[src/rtl/alu_pipe.sv]
// alu_pipe: registered ALU with a valid/ready token interface and a persistent {N,V,Z,C} flag register.
// Define ALU_MUL_EN to build the iterative shift-add multiply on opcode E; otherwise E is illegal.
module alu_pipe #(
  parameter int unsigned WIDTH     = 8,
  parameter int unsigned MUL_CNT_W = 4
) (
  input  logic             clk,
  input  logic             rst_n,
  input  logic             in_valid,
  output logic             in_ready,
  input  logic [WIDTH-1:0] in_a,
  input  logic [WIDTH-1:0] in_b,
  input  logic [3:0]       in_op,
  input  logic             flags_clr,
  output logic             out_valid,
  input  logic             out_ready,
  output logic [WIDTH-1:0] out_data,
  output logic             out_err,
  output logic [3:0]       flags
);

  localparam int unsigned W1  = WIDTH + 1;
  localparam int unsigned MSB = WIDTH - 1;

  localparam int unsigned F_N = 3;
  localparam int unsigned F_V = 2;
  localparam int unsigned F_Z = 1;
  localparam int unsigned F_C = 0;

  localparam logic [3:0] OP_ADD = 4'h0;
  localparam logic [3:0] OP_SUB = 4'h1;
  localparam logic [3:0] OP_AND = 4'h2;
  localparam logic [3:0] OP_OR  = 4'h3;
  localparam logic [3:0] OP_XOR = 4'h4;
  localparam logic [3:0] OP_NOT = 4'h5;
  localparam logic [3:0] OP_SHL = 4'h6;
  localparam logic [3:0] OP_SHR = 4'h7;
  localparam logic [3:0] OP_ADC = 4'h8;
  localparam logic [3:0] OP_SBB = 4'h9;
  localparam logic [3:0] OP_CMP = 4'hA;
  localparam logic [3:0] OP_ASR = 4'hB;
  localparam logic [3:0] OP_ROL = 4'hC;
  localparam logic [3:0] OP_ROR = 4'hD;

  if ((WIDTH < 4) || ((2 ** MUL_CNT_W) <= WIDTH)) begin : g_bad_params
    $error("alu_pipe: WIDTH must be >= 4 and 2**MUL_CNT_W must exceed WIDTH");
  end

  logic             free_c;
  logic             accept_c;
  logic             cin_c;
  logic [W1-1:0]    add_full_c;
  logic [W1-1:0]    sub_full_c;
  logic [WIDTH-1:0] res_c;
  logic [WIDTH-1:0] data_c;
  logic             c_c;
  logic             v_c;
  logic             legal_c;
  logic [3:0]       alu_flags_c;

  logic             load_c;
  logic [WIDTH-1:0] load_data_c;
  logic             load_err_c;
  logic             load_upd_c;
  logic [3:0]       load_flags_c;

  assign free_c = !out_valid || out_ready;

  // Single-cycle datapath; carry/borrow-in comes from the live flag register
  always_comb begin
    cin_c      = ((in_op == OP_ADC) || (in_op == OP_SBB)) ? flags[F_C] : 1'b0;
    add_full_c = W1'(in_a) + W1'(in_b) + W1'(cin_c);
    sub_full_c = W1'(in_a) - W1'(in_b) - W1'(cin_c);
    res_c      = '0;
    c_c        = 1'b0;
    v_c        = 1'b0;
    legal_c    = 1'b1;
    case (in_op)
      OP_ADD, OP_ADC: begin
        res_c = add_full_c[MSB:0];
        c_c   = add_full_c[WIDTH];
        v_c   = (in_a[MSB] == in_b[MSB]) && (res_c[MSB] != in_a[MSB]);
      end
      OP_SUB, OP_SBB, OP_CMP: begin
        res_c = sub_full_c[MSB:0];
        c_c   = sub_full_c[WIDTH];
        v_c   = (in_a[MSB] != in_b[MSB]) && (res_c[MSB] != in_a[MSB]);
      end
      OP_AND: res_c = in_a & in_b;
      OP_OR:  res_c = in_a | in_b;
      OP_XOR: res_c = in_a ^ in_b;
      OP_NOT: res_c = ~in_a;
      OP_SHL: begin
        res_c = {in_a[MSB-1:0], 1'b0};
        c_c   = in_a[MSB];
      end
      OP_SHR: begin
        res_c = {1'b0, in_a[MSB:1]};
        c_c   = in_a[0];
      end
      OP_ASR: begin
        res_c = {in_a[MSB], in_a[MSB:1]};
        c_c   = in_a[0];
      end
      OP_ROL: begin
        res_c = {in_a[MSB-1:0], in_a[MSB]};
        c_c   = in_a[MSB];
      end
      OP_ROR: begin
        res_c = {in_a[0], in_a[MSB:1]};
        c_c   = in_a[0];
      end
      default: legal_c = 1'b0;
    endcase
    data_c      = (in_op == OP_CMP) ? in_a : res_c;
    alu_flags_c = {res_c[MSB], v_c, ~|res_c, c_c};
  end

`ifdef ALU_MUL_EN
  localparam logic [3:0]           OP_MUL   = 4'hE;
  localparam logic [MUL_CNT_W-1:0] CNT_LAST = MUL_CNT_W'(WIDTH - 1);
  localparam logic [MUL_CNT_W-1:0] CNT_SAT  = MUL_CNT_W'(WIDTH);

  typedef enum logic {IDLE = 1'b0, BUSY = 1'b1} state_t;

  state_t               state;
  logic [MUL_CNT_W-1:0] mul_cnt;
  logic [2*WIDTH-1:0]   prod;
  logic [WIDTH-1:0]     mcand;
  logic [W1-1:0]        psum_c;
  logic [2*WIDTH-1:0]   prod_step_c;
  logic [2*WIDTH-1:0]   mul_prod_c;
  logic                 mul_start_c;
  logic                 mul_load_c;
  logic                 mul_ovf_c;

  // One shift-add step: add multiplicand into the high half when the current multiplier LSB is set
  always_comb begin
    psum_c      = W1'(prod[2*WIDTH-1:WIDTH]) + (prod[0] ? W1'(mcand) : W1'(0));
    prod_step_c = {psum_c, prod[MSB:1]};
    mul_prod_c  = (mul_cnt == CNT_SAT) ? prod : prod_step_c;
    mul_ovf_c   = |mul_prod_c[2*WIDTH-1:WIDTH];
    mul_start_c = accept_c && (in_op == OP_MUL);
    mul_load_c  = (state == BUSY) && (mul_cnt >= CNT_LAST) && free_c;
  end

  // Counter parks at CNT_SAT with the finished product held while the output is stalled
  always_ff @(posedge clk or negedge rst_n) begin
    if (!rst_n) begin
      state   <= IDLE;
      mul_cnt <= '0;
      prod    <= '0;
      mcand   <= '0;
    end else begin
      case (state)
        IDLE: begin
          if (mul_start_c) begin
            state   <= BUSY;
            mul_cnt <= '0;
            prod    <= {{WIDTH{1'b0}}, in_b};
            mcand   <= in_a;
          end
        end
        BUSY: begin
          if (mul_load_c) begin
            state   <= IDLE;
            mul_cnt <= '0;
          end else if (mul_cnt != CNT_SAT) begin
            prod    <= prod_step_c;
            mul_cnt <= mul_cnt + MUL_CNT_W'(1);
          end
        end
        default: state <= IDLE;
      endcase
    end
  end

  assign in_ready = (state == IDLE) && free_c;
`else
  assign in_ready = free_c;
`endif

  assign accept_c = in_valid && in_ready;

  // Select what the output register loads this edge
  always_comb begin
    load_c       = accept_c;
    load_data_c  = data_c;
    load_err_c   = !legal_c;
    load_upd_c   = legal_c;
    load_flags_c = alu_flags_c;
`ifdef ALU_MUL_EN
    if (mul_start_c) begin
      load_c = 1'b0;
    end
    if (mul_load_c) begin
      load_c       = 1'b1;
      load_data_c  = mul_prod_c[MSB:0];
      load_err_c   = 1'b0;
      load_upd_c   = 1'b1;
      load_flags_c = {mul_prod_c[MSB], mul_ovf_c, ~|mul_prod_c[MSB:0], mul_ovf_c};
    end
`endif
  end

  // Output token and flag registers; a loading result's flags take priority over flags_clr
  always_ff @(posedge clk or negedge rst_n) begin
    if (!rst_n) begin
      out_valid <= 1'b0;
      out_data  <= '0;
      out_err   <= 1'b0;
      flags     <= '0;
    end else begin
      if (load_c) begin
        out_valid <= 1'b1;
        out_data  <= load_data_c;
        out_err   <= load_err_c;
      end else if (out_ready) begin
        out_valid <= 1'b0;
      end
      if (load_c && load_upd_c) begin
        flags <= load_flags_c;
      end else if (flags_clr) begin
        flags <= '0;
      end
    end
  end

endmodule

[config.mk]
export PLATFORM = sky130hd
export DESIGN_NAME = alu_pipe
export DESIGN_NICKNAME = d
export VERILOG_FILES = /design/src/rtl/alu_pipe.sv
export SDC_FILE = /design/constraint.sdc
export NUM_CORES = 1
export LEC_CHECK = 0
export CORE_MARGIN = 2
export CORE_UTILIZATION = 30
export CTS_CLUSTER_SIZE = 10
export DETAILED_ROUTE_END_ITERATION = 6
export PLACE_DENSITY = 0.53
export SYNTH_ARGS = -nofsm -noshare
export SYNTH_HDL_FRONTEND = slang
export SYNTH_SLANG_ARGS = --single-unit
[constraint.sdc]
create_clock -name clk -period 4.28 [get_ports clk]
set_input_delay 0.428 -clock clk [delete_from_list [all_inputs] [get_ports clk]]
set_output_delay 0.428 -clock clk [all_outputs]
set_load 0.005 [all_outputs]
==> run metrics <==
distinct cell type count of the synthesized netlist 59; post-CTS resize count 0; root buffer cell clkbuf_8; FP Rows 31; proportion of netlist area held by the largest area contributor 0.1654; Tot GR Track Use 0.1705; via count 2,291; top cell type by total area after synthesis ha_1; Post-Syn Area 2270 µm²; Core Area 7292 µm²; final core utilization 0.3849; via/cell ratio 5.455; gpl congestion 0.8997; Synth Register Bits 14; num ports 40; post-synthesis cell count 284; Hold Slack 0.4773 ns; status finished clean; placed inst area 2751 µm²; Final Critical Period 3.688 ns; VDD IR max 0.09003 mV; Synth Warn # 0; Design Area, Final 2806 µm²; Setup TNS Final 0 ns; Die X 90.98 µm; Hold Crit Class flip-flop to flip-flop; DR WL/cell 16.42 µm; layout cell share with drive strength beyond 1 0.06854; Initial Util 0.3113; count leader, synth ha_1; main flop type after synthesis dfrtp_1; Reg clk slew, reported paths 0.06 ns; CP Max Fanout 7; Layout area overhead 23.65%; PortBufs 39; sequential element share of the synthesized area 0.1544; async set-reset flop share out of synthesis 1.000; maxcap violations 0; syn nets 343; largest cells by area after synthesis ha_1, dfrtp_1, inv_1, nand2_1, o21ai_0; CTS tree built; synth cell count leaders ha_1, inv_1, nand2_1; die height 90.98 µm; Final period util 0.8617; CP Data Arrival Time 3.85 ns; CP Class input pin to flip-flop; Routed Antenna Nets 0; Worst Tran Pin Value 1.060 ns; CP required 4.44 ns; Pre-antenna DRT Iters 5; clk sinks 14; nets 381; initial drt markers 202; placed wire-length estimate 5605 µm; Worst setup EP type flip-flop; syn avg cell area 7.992 µm²; H-tree Lvls 1; Skew-Pair Late Insertion Delay 0.24 ns; clock buffer depth 2; CTS Buf Count 3; GR Overflow Total 0; die footprint 8277 µm²; first-pass GRT wire length 11,500 µm; Total Wirelength 6895 µm; Post-Route Skew 0.005750 ns; antenna diode instance count 0; # setup viols final 0; fmax 271.2 MHz; EDFF count, synth 0; max_slew headroom 0.2878; RSZ-0062 raised after global routing no; Slew Viols, Final 0; Fin. Hold Viols 0; Overall Power 0.0006319 W; # hold bufs at CTS 0; pin count of the biggest net entering global routing 29; Pwr Density 225.2 nW/µm²; Static Leak 1.233 nW; Residual DRC 0; Setup Buffers After CTS 0; crit path launch type input pin; vias in the first global route 2,213; initial antenna violation count 0
-- worst max-delay path, cell delays in order --
cell and delay (ns):
clkdlybuf4s50_1 0.43, inv_1 0.21, nor2_1 0.10, nand3b_1 0.13, inv_1 0.07, fa_1 0.40, fa_1 0.42, nand3_1 0.10
nand2_1 0.09, a31o_2 0.27, xor2_1 0.14, a221o_1 0.32, or4_1 0.55, o31ai_2 0.21
-- sequential cells by signal (all words and copies together) (netlist names) --
register   cells
out_data       8
flags          4
out_err        1
out_valid      1
-- power by group --
group	total (W)	leakage, nW	internal (W)	switching, W
Sequential	0.000163	0.177	0.000152	0.0000108
Clock	0.000126	0.0288	0.0000814	0.0000446
Combinational	0.000343	1.03	0.000164	0.000179
Total	0.000632	1.23	0.000398	0.000234
-- cell type report --
class	count	area, µm²
clock buffers	4	55.05
fillers	802	4486
inverters	27	101.3
multi-input cells	230	1733
flip-flops and latches	14	350.3
well taps	99	123.9
repair buffers	46	442.9
-- metal layers --
metal	track usage	up-vias	part of all wire
met3	0.01411	15	0.074
li1	-	1110	-
met1	0.2416	1060	0.46
met2	0.2809	106	0.45
met5	0	-	0
met4	0.04040	0	0.021
-- layout by cell type (no fill, tap or decap), drive strengths merged, types with 3 or more instances in the layout --
cell type      instances
nor2b                  4
clkdlybuf4s50         39
o21ai                 20
xnor2                  9
inv                   27
nor2                  18
a22oi                  5
xor2                   7
a21o                   5
o32ai                  3
o211ai                 3
fa                     4
nand2b                 7
a211oi                 4
a22o                   7
clkbuf                 4
nand3b                 4
a21oi                 17
nand2                 27
dfrtp                 14
nand3                  9
a221o                  6
buf                    7
o22ai                  4
a31oi                  4
ha                    30
-- per-stage QoR --
stage	setup slack (ns)	cells
after floorplan	0.8829	284
after global placement	0.3929	416
after detailed placement	0.3368	416
after CTS	0.5814	420
after global routing	0.3421	420
final	0.5920	420
-- cells by family (layout without fill, tap and decap cells) --
group           Yosys count  after routing  share of synthesized area
fa+ha+maj                34             34                     0.2007
buf+inv                  40             77                    0.08214
compound gates           96             96                     0.3054
simple gates             82             82                     0.1803
flops                    14             14                     0.1544
mux                       2              2                   0.008821
xor+xnor                 16             16                    0.06836
-- path summary, 6_finish.rpt --
check | startpoint | end | slack, ns | depth (start not counted)
setup / recovery | in_op[3] | flags[1] | 0.59 | 14
hold / removal | out_data[6] | out_data[6] | 0.48 | 2
setup reg to reg | flags[0] | flags[1] | 1.03 | 11
hold reg to reg | out_data[6] | out_data[6] | 0.48 | 2
max in group asynchronous | rst_n | out_data[5] | 3.32 | 1
min in group asynchronous | rst_n | flags[1] | 0.57 | 1
(Power assumes the default switching activity.)
